**src/rtl/sb_tx_serializer.sv**
```systemverilog
// Sideband transmitter: buffers 64-bit messages in a FIFO and serializes each MSB-first
// on a forwarded clock, followed by a 32-UI gap. Define SB_TX_OVF_EN to build the sticky overflow flag.
module sb_tx_serializer #(
    parameter int buffer_size = 4
) (
    input  logic        clk_800MHz,
    input  logic        reset,
    input  logic        enable_i,
    input  logic [63:0] data_i,
    input  logic        valid_i,
    output logic        ready_o,
    output logic        dataPin_o,
    output logic        clkPin_o,
    output logic        busy_o,
    output logic        overflow_o
);

    localparam int AW = $clog2(buffer_size);

    typedef enum logic [1:0] {
        ST_IDLE = 2'd0,
        ST_DATA = 2'd1,
        ST_GAP  = 2'd2
    } state_t;

    state_t      state_q, state_d;
    logic        phase_q, phase_d;
    logic [5:0]  ui_q, ui_d;
    logic [63:0] shift_q, shift_d;
    logic [AW:0] wptr_q, wptr_d;
    logic [AW:0] rptr_q, rptr_d;
    logic        data_pin_q, data_pin_d;
    logic        clk_pin_q, clk_pin_d;
    logic        busy_q, busy_d;
    logic [63:0] mem_q [buffer_size];

    logic        empty_s;
    logic        full_s;
    logic        wr_s;
    logic        ui_end_s;
    logic        start_s;

    // Pointer MSB differs only when the write side has lapped the read side.
    always_comb begin
        empty_s  = (wptr_q == rptr_q);
        full_s   = (wptr_q[AW] != rptr_q[AW]) && (wptr_q[AW-1:0] == rptr_q[AW-1:0]);
        wr_s     = valid_i && !full_s;
        ui_end_s = phase_q &&
                   (((state_q == ST_DATA) && (ui_q == 6'd63)) ||
                    ((state_q == ST_GAP)  && (ui_q == 6'd31)));
        start_s  = enable_i && !empty_s &&
                   ((state_q == ST_IDLE) || ((state_q == ST_GAP) && ui_end_s));
    end

    assign ready_o = !full_s;

    // FIFO pointer update; full is judged before any same-cycle pop.
    always_comb begin
        wptr_d = wptr_q;
        rptr_d = rptr_q;
        if (wr_s) begin
            wptr_d = wptr_q + {{AW{1'b0}}, 1'b1};
        end else begin
            wptr_d = wptr_q;
        end
        if (start_s) begin
            rptr_d = rptr_q + {{AW{1'b0}}, 1'b1};
        end else begin
            rptr_d = rptr_q;
        end
    end

    // Message sequencer: each UI is a high phase then a low phase of the forwarded clock.
    always_comb begin
        state_d = state_q;
        phase_d = phase_q;
        ui_d    = ui_q;
        shift_d = shift_q;
        case (state_q)
            ST_IDLE: begin
                phase_d = 1'b0;
                ui_d    = 6'd0;
                if (start_s) begin
                    state_d = ST_DATA;
                    shift_d = mem_q[rptr_q[AW-1:0]];
                end else begin
                    state_d = ST_IDLE;
                end
            end
            ST_DATA: begin
                phase_d = !phase_q;
                if (phase_q) begin
                    shift_d = {shift_q[62:0], 1'b0};
                    if (ui_q == 6'd63) begin
                        state_d = ST_GAP;
                        ui_d    = 6'd0;
                    end else begin
                        ui_d    = ui_q + 6'd1;
                    end
                end else begin
                    shift_d = shift_q;
                end
            end
            ST_GAP: begin
                phase_d = !phase_q;
                if (phase_q) begin
                    if (ui_q == 6'd31) begin
                        ui_d = 6'd0;
                        if (start_s) begin
                            state_d = ST_DATA;
                            shift_d = mem_q[rptr_q[AW-1:0]];
                        end else begin
                            state_d = ST_IDLE;
                        end
                    end else begin
                        ui_d = ui_q + 6'd1;
                    end
                end else begin
                    ui_d = ui_q;
                end
            end
            default: begin
                state_d = ST_IDLE;
                phase_d = 1'b0;
                ui_d    = 6'd0;
            end
        endcase
    end

    // Pin values reflect the sequencer state of the previous cycle.
    always_comb begin
        clk_pin_d  = (state_q != ST_IDLE) && !phase_q;
        data_pin_d = (state_q == ST_DATA) && shift_q[63];
        busy_d     = (state_d != ST_IDLE);
    end

    // Control and output registers.
    always_ff @(posedge clk_800MHz or posedge reset) begin
        if (reset) begin
            state_q    <= ST_IDLE;
            phase_q    <= 1'b0;
            ui_q       <= 6'd0;
            shift_q    <= 64'd0;
            wptr_q     <= '0;
            rptr_q     <= '0;
            data_pin_q <= 1'b0;
            clk_pin_q  <= 1'b0;
            busy_q     <= 1'b0;
        end else begin
            state_q    <= state_d;
            phase_q    <= phase_d;
            ui_q       <= ui_d;
            shift_q    <= shift_d;
            wptr_q     <= wptr_d;
            rptr_q     <= rptr_d;
            data_pin_q <= data_pin_d;
            clk_pin_q  <= clk_pin_d;
            busy_q     <= busy_d;
        end
    end

    // FIFO storage; contents are meaningless once the pointers are reset.
    always_ff @(posedge clk_800MHz) begin
        if (wr_s) begin
            mem_q[wptr_q[AW-1:0]] <= data_i;
        end
    end

    assign dataPin_o = data_pin_q;
    assign clkPin_o  = clk_pin_q;
    assign busy_o    = busy_q;

`ifdef SB_TX_OVF_EN
    logic overflow_q, overflow_d;

    // Sticky record of any refused write.
    always_comb begin
        overflow_d = overflow_q | (valid_i & full_s);
    end

    // Overflow flag register.
    always_ff @(posedge clk_800MHz or posedge reset) begin
        if (reset) begin
            overflow_q <= 1'b0;
        end else begin
            overflow_q <= overflow_d;
        end
    end

    assign overflow_o = overflow_q;
`else
    assign overflow_o = 1'b0;
`endif

endmodule

```
**config.mk**
```make
export PLATFORM = sky130hd
export DESIGN_NAME = sb_tx_serializer
export DESIGN_NICKNAME = d
export VERILOG_FILES = /design/src/rtl/sb_tx_serializer.sv
export SDC_FILE = /design/constraint.sdc
export NUM_CORES = 1
export LEC_CHECK = 0
export ABC_AREA = 0
export BUFFER_PORTS_ARGS = -buffer_cell sky130_fd_sc_hd__buf_2
export CAP_MARGIN = 20
export CORE_ASPECT_RATIO = 0.6
export CORE_MARGIN = 5
export CORE_UTILIZATION = 45
export DETAILED_ROUTE_END_ITERATION = 8
export HOLD_SLACK_MARGIN = 0.06
export PLACE_DENSITY = 0.63
export SYNTH_ARGS = -nofsm -noshare
export SYNTH_HDL_FRONTEND = slang
export SYNTH_SLANG_ARGS = --single-unit
```
**constraint.sdc**
```tcl
create_clock -name clk_800MHz -period 2.7 [get_ports clk_800MHz]
set_clock_uncertainty 0.15 [all_clocks]
set_input_delay 0.405 -clock clk_800MHz [delete_from_list [all_inputs] [get_ports clk_800MHz]]
set_output_delay 0.405 -clock clk_800MHz [all_outputs]
set_load 0.05 [all_outputs]
```
==> results.md <==
- The flow ran to the end, and the final reports show no timing, DRC or antenna violations.
- The first global-routing pass estimated ~44000 um of wire.
- The worst hold-check slack is 0.1431 ns.
- For the worst-skew pair, the clock arrives at the later sink with an insertion delay of 0.56 ns.
- The reg-to-reg critical path endpoint is shift_q[9]$_DFFE_PP0P_.
- The CTS tree is built.
- The area growth from synthesis to layout is 19.62%.
- Synthesis inferred 338 register bits.
- The initial antenna violation count is 0.
- The count of input and output buffers is 71.
- The final layout contains routed wiring with a total length of 27180 um.
- The first-iteration detailed-routing DRC count is 472.
- The most common library cell in the layout ignoring fill and taps is sky130_fd_sc_hd__edfxtp_1.
- The startpoint kind of the worst setup timing path is a flop.
- The net count after synthesis is 823.
- The final count of hold timing violations was 0.
- The max-cap violation count is 0.
- The cell area power density is ~780 mW/mm^2.
- After technology mapping, the gate count stands at 744.
- Data on the critical path arrives at its endpoint at 2.85 ns.
- The number of setup buffers added after CTS is 0.
- The die is 143.5 um tall.
- Clock tree synthesis inserted a total of 31 buffers.
- The number of different library cells used by synthesis comes to 45.
- After detailed routing, the number of vias per cell comes to around 5.7.
- The largest net degree at the start of global routing is 77.
- STA classifies the critical path endpoint as a flop.
- The number of placed instances, taps included, is 1187.
- Walking the worst path, the cells encountered are inv_1 -> ha_1 -> a41oi_1 -> or3b_1 -> nand2_4 -> a2bb2oi_1.
- The setup total negative slack is 0 ns.
- Global routing used 16.60% of the available tracks.
- The sink count of the clock tree is around 340.
- The first TritonRoute pass finished after 5 iterations.
- Dividing the synthesized area by the synthesized cell count gives 17.95 sq um.
- The headroom to the max-slew limit is 58.73%.
- The share of layout cells above drive strength 1 is 25.38%.
- After floorplanning, the core was divided into 48 placement rows.
- The post-synthesis instance area is between 0.01 and 0.015 sq mm.
- For this run, the top clock speed supported by timing is 0.3941 GHz.
- The floorplan step defined a die boundary enclosing 0.03334 sq mm.
- For flop-to-flop paths, the worst setup slack is 0.16 ns.
- The Yosys step of the flow raised 0 warnings.
- The number of remaining DRC errors is 0.
- The startpoint of the most critical register-to-register path is state_q[0]$_DFF_PP0_.
- The maximum clock insertion buffer count is 3.
- The post-layout minimum cycle time is 2.537 ns.
- In this run the number of H-tree levels came out at 1.
- The maximum resistive drop on vdd is 471.4 uV.
- The required time at the endpoint of the critical path is 3.02 ns.
- In this run the worst hold path is classified as in2async.
- Dividing the detail-routed wire length by the instance count gives between 20 and 25 um.
- The pin slew with the least headroom to its limit is 0.6190 ns.
- The final number of max-transition violations was 0.
- The final weighted congestion in routability-driven placement is approximately 0.76.
- Setup violations remaining at the end of the flow were counted as 0.
- After legalization and detailed placement, the total HPWL measured 16100 um.
- Clock-pin slew was measured on the worst setup and hold paths at 0.06 ns.
- In this run the worst path has a maximum fanout of 29.
- The analysis attributes to cell leakage a power of 5.468 nW.
- For this configuration, the core starts out at a cell density of 46.05%.
- The floorplan core area is 0.02901 sq mm.
- The count of cells along the worst register-to-register path is 6.
- The detail route stage leaves a number of antenna-violating nets equal to 0.
- The number of nets at the end of the flow is 964.
- The library cells used most frequently in the layout, excluding fill and tap cells, are 256 x sky130_fd_sc_hd__edfxtp_1, 80 x sky130_fd_sc_hd__dfrtp_1, 72 x sky130_fd_sc_hd__o22ai_1.
- The setup path with the least slack is of type reg2reg.
- The master of the slowest instance on the critical path is sky130_fd_sc_hd__or3b_1.
- Setup repair after global routing left no endpoint under its margin.
- The worst path uses a little over nine tenths of the clock period.
- The number of global-route vias before repair was 7848.
- The CTS root buffer is sky130_fd_sc_hd__clkbuf_16.
- In this design, the stage delay of the slowest critical-path cell is 0.51 ns.
- Across all layers, the routed design uses 7408 vias.
- The total global routing overflow is 0.
- For this design the top-level I/O count stands at 73.
- The final cell count without fillers is 1310.
- The die width is 232.4 um.
- 0 antenna diodes ended up in the layout.
- The sequential element share of the synthesized area is around 73%.
where the power goes:
part	internal (mW)	switching [mW]
combinational	0.497	0.823
sequential	6.47	0.161
clock	2.70	1.86
total	9.67	2.84
layer usage:
layer  track usage, %  share of wire [%]
met3            3.061                5.5
met5                0                  0
met2            26.49                 46
met1            24.34                 47
met4            3.635                1.5
stage by stage:
step	setup slack [ns]	cell area [sq um]	power, mW	util (%)
after floorplan	0.03656	13360	7.462	-
after global placement	0.3348	14250	7.943	49.11
after detailed placement	0.1230	14250	8.038	49.11
after CTS	0.1111	15970	12.69	55.05
after global routing	0.02785	15980	13.03	55.09
final	0.1626	15980	12.52	55.09
cell families (layout without fill, tap and decap cells):
kind of cell    count (synthesis)  after routing  share of synthesized area (%)
buf+inv                        63            229                          2.257
xor+xnor                        7              7                         0.4590
fa+ha+maj                      11             11                          1.030
flops                         338            338                          72.91
mux                            65             65                          10.87
other cells                     1              1                        0.02807
simple gates                   76             76                          2.726
compound gates                183            183                          9.723
critical path: cells and delay by family (launching register included):
kind | cells | cell delay, ns
compound gates | 2 | 0.49
fa+ha+maj | 1 | 0.38
buf+inv | 1 | 0.13
flops | 1 | 0.42
simple gates | 2 | 0.87
cells in the mapped netlist, drive strengths merged:
cell type	n	area, sq um
edfxtp	256	7687
dfrtp	82	2052
o22ai	72	450.4
mux4	64	1441
a21oi	40	200.2
nor2	35	131.4
buf	29	173.9
a2bb2oi	28	301.5
o2bb2ai	27	236.5
clkbuf	23	86.33
nand2	15	66.32
ha	11	137.6
inv	11	41.29
o21ai	8	40.04
and3	6	37.54
xnor2	6	52.55
nand3	5	25.02
and2	4	25.02
a41oi	2	17.52
nor3	2	10.01
o32ai	2	17.52
or2	2	12.51
a211o	1	8.760
a22o	1	8.760
a311oi	1	8.760
a31o	1	8.760
and4	1	8.760
conb	1	3.750
mux2i	1	10.01
nand2b	1	6.260
nand3b	1	7.510
nand4bb	1	11.26
nor2b	1	6.260
nor3b	1	7.510
or3b	1	8.760
xor2	1	8.760
cell type report:
class                      instances  area, sq um
clock buffer                      42        857.1
fill                            2246        13030
timing repair buffer             160         1265
sequential                       338         9744
tap                              400        500.5
multi-input combinational        343         3354
inverter                          11        42.54
clock inverter                    16        215.2
registers in the layout (all words and copies together) (netlist names):
register,flops
wptr_q,3
shift_q,64
state_q,2
mem_q,256
rptr_q,3
clkPin_o,1
busy_o,1
ui_q,6
phase_q,1
dataPin_o,1
what timing repair did:
item | CTS | global route
resized for setup | 0 | 2
hold endpoints to repair | 338 | 0
hold buffers | 65 | 0
endpoints found under the setup margin | 0 | 12
how the worst max path moves through the flow:
stage                               startpoint                      end  slack [ns]  cells past startpoint
after floorplan                          reset         busy_o$_DFF_PP0_        0.04                      1
after global placement    state_q[0]$_DFF_PP0_  shift_q[28]$_DFFE_PP0P_        0.33                      7
after detailed placement  state_q[1]$_DFF_PP0_  shift_q[19]$_DFFE_PP0P_        0.12                      8
after CTS                 state_q[1]$_DFF_PP0_  shift_q[19]$_DFFE_PP0P_        0.11                      8
after global routing      state_q[0]$_DFF_PP0_   shift_q[9]$_DFFE_PP0P_        0.03                      6
final                     state_q[0]$_DFF_PP0_   shift_q[9]$_DFFE_PP0P_        0.16                      6
(Power assumes the default switching activity.)
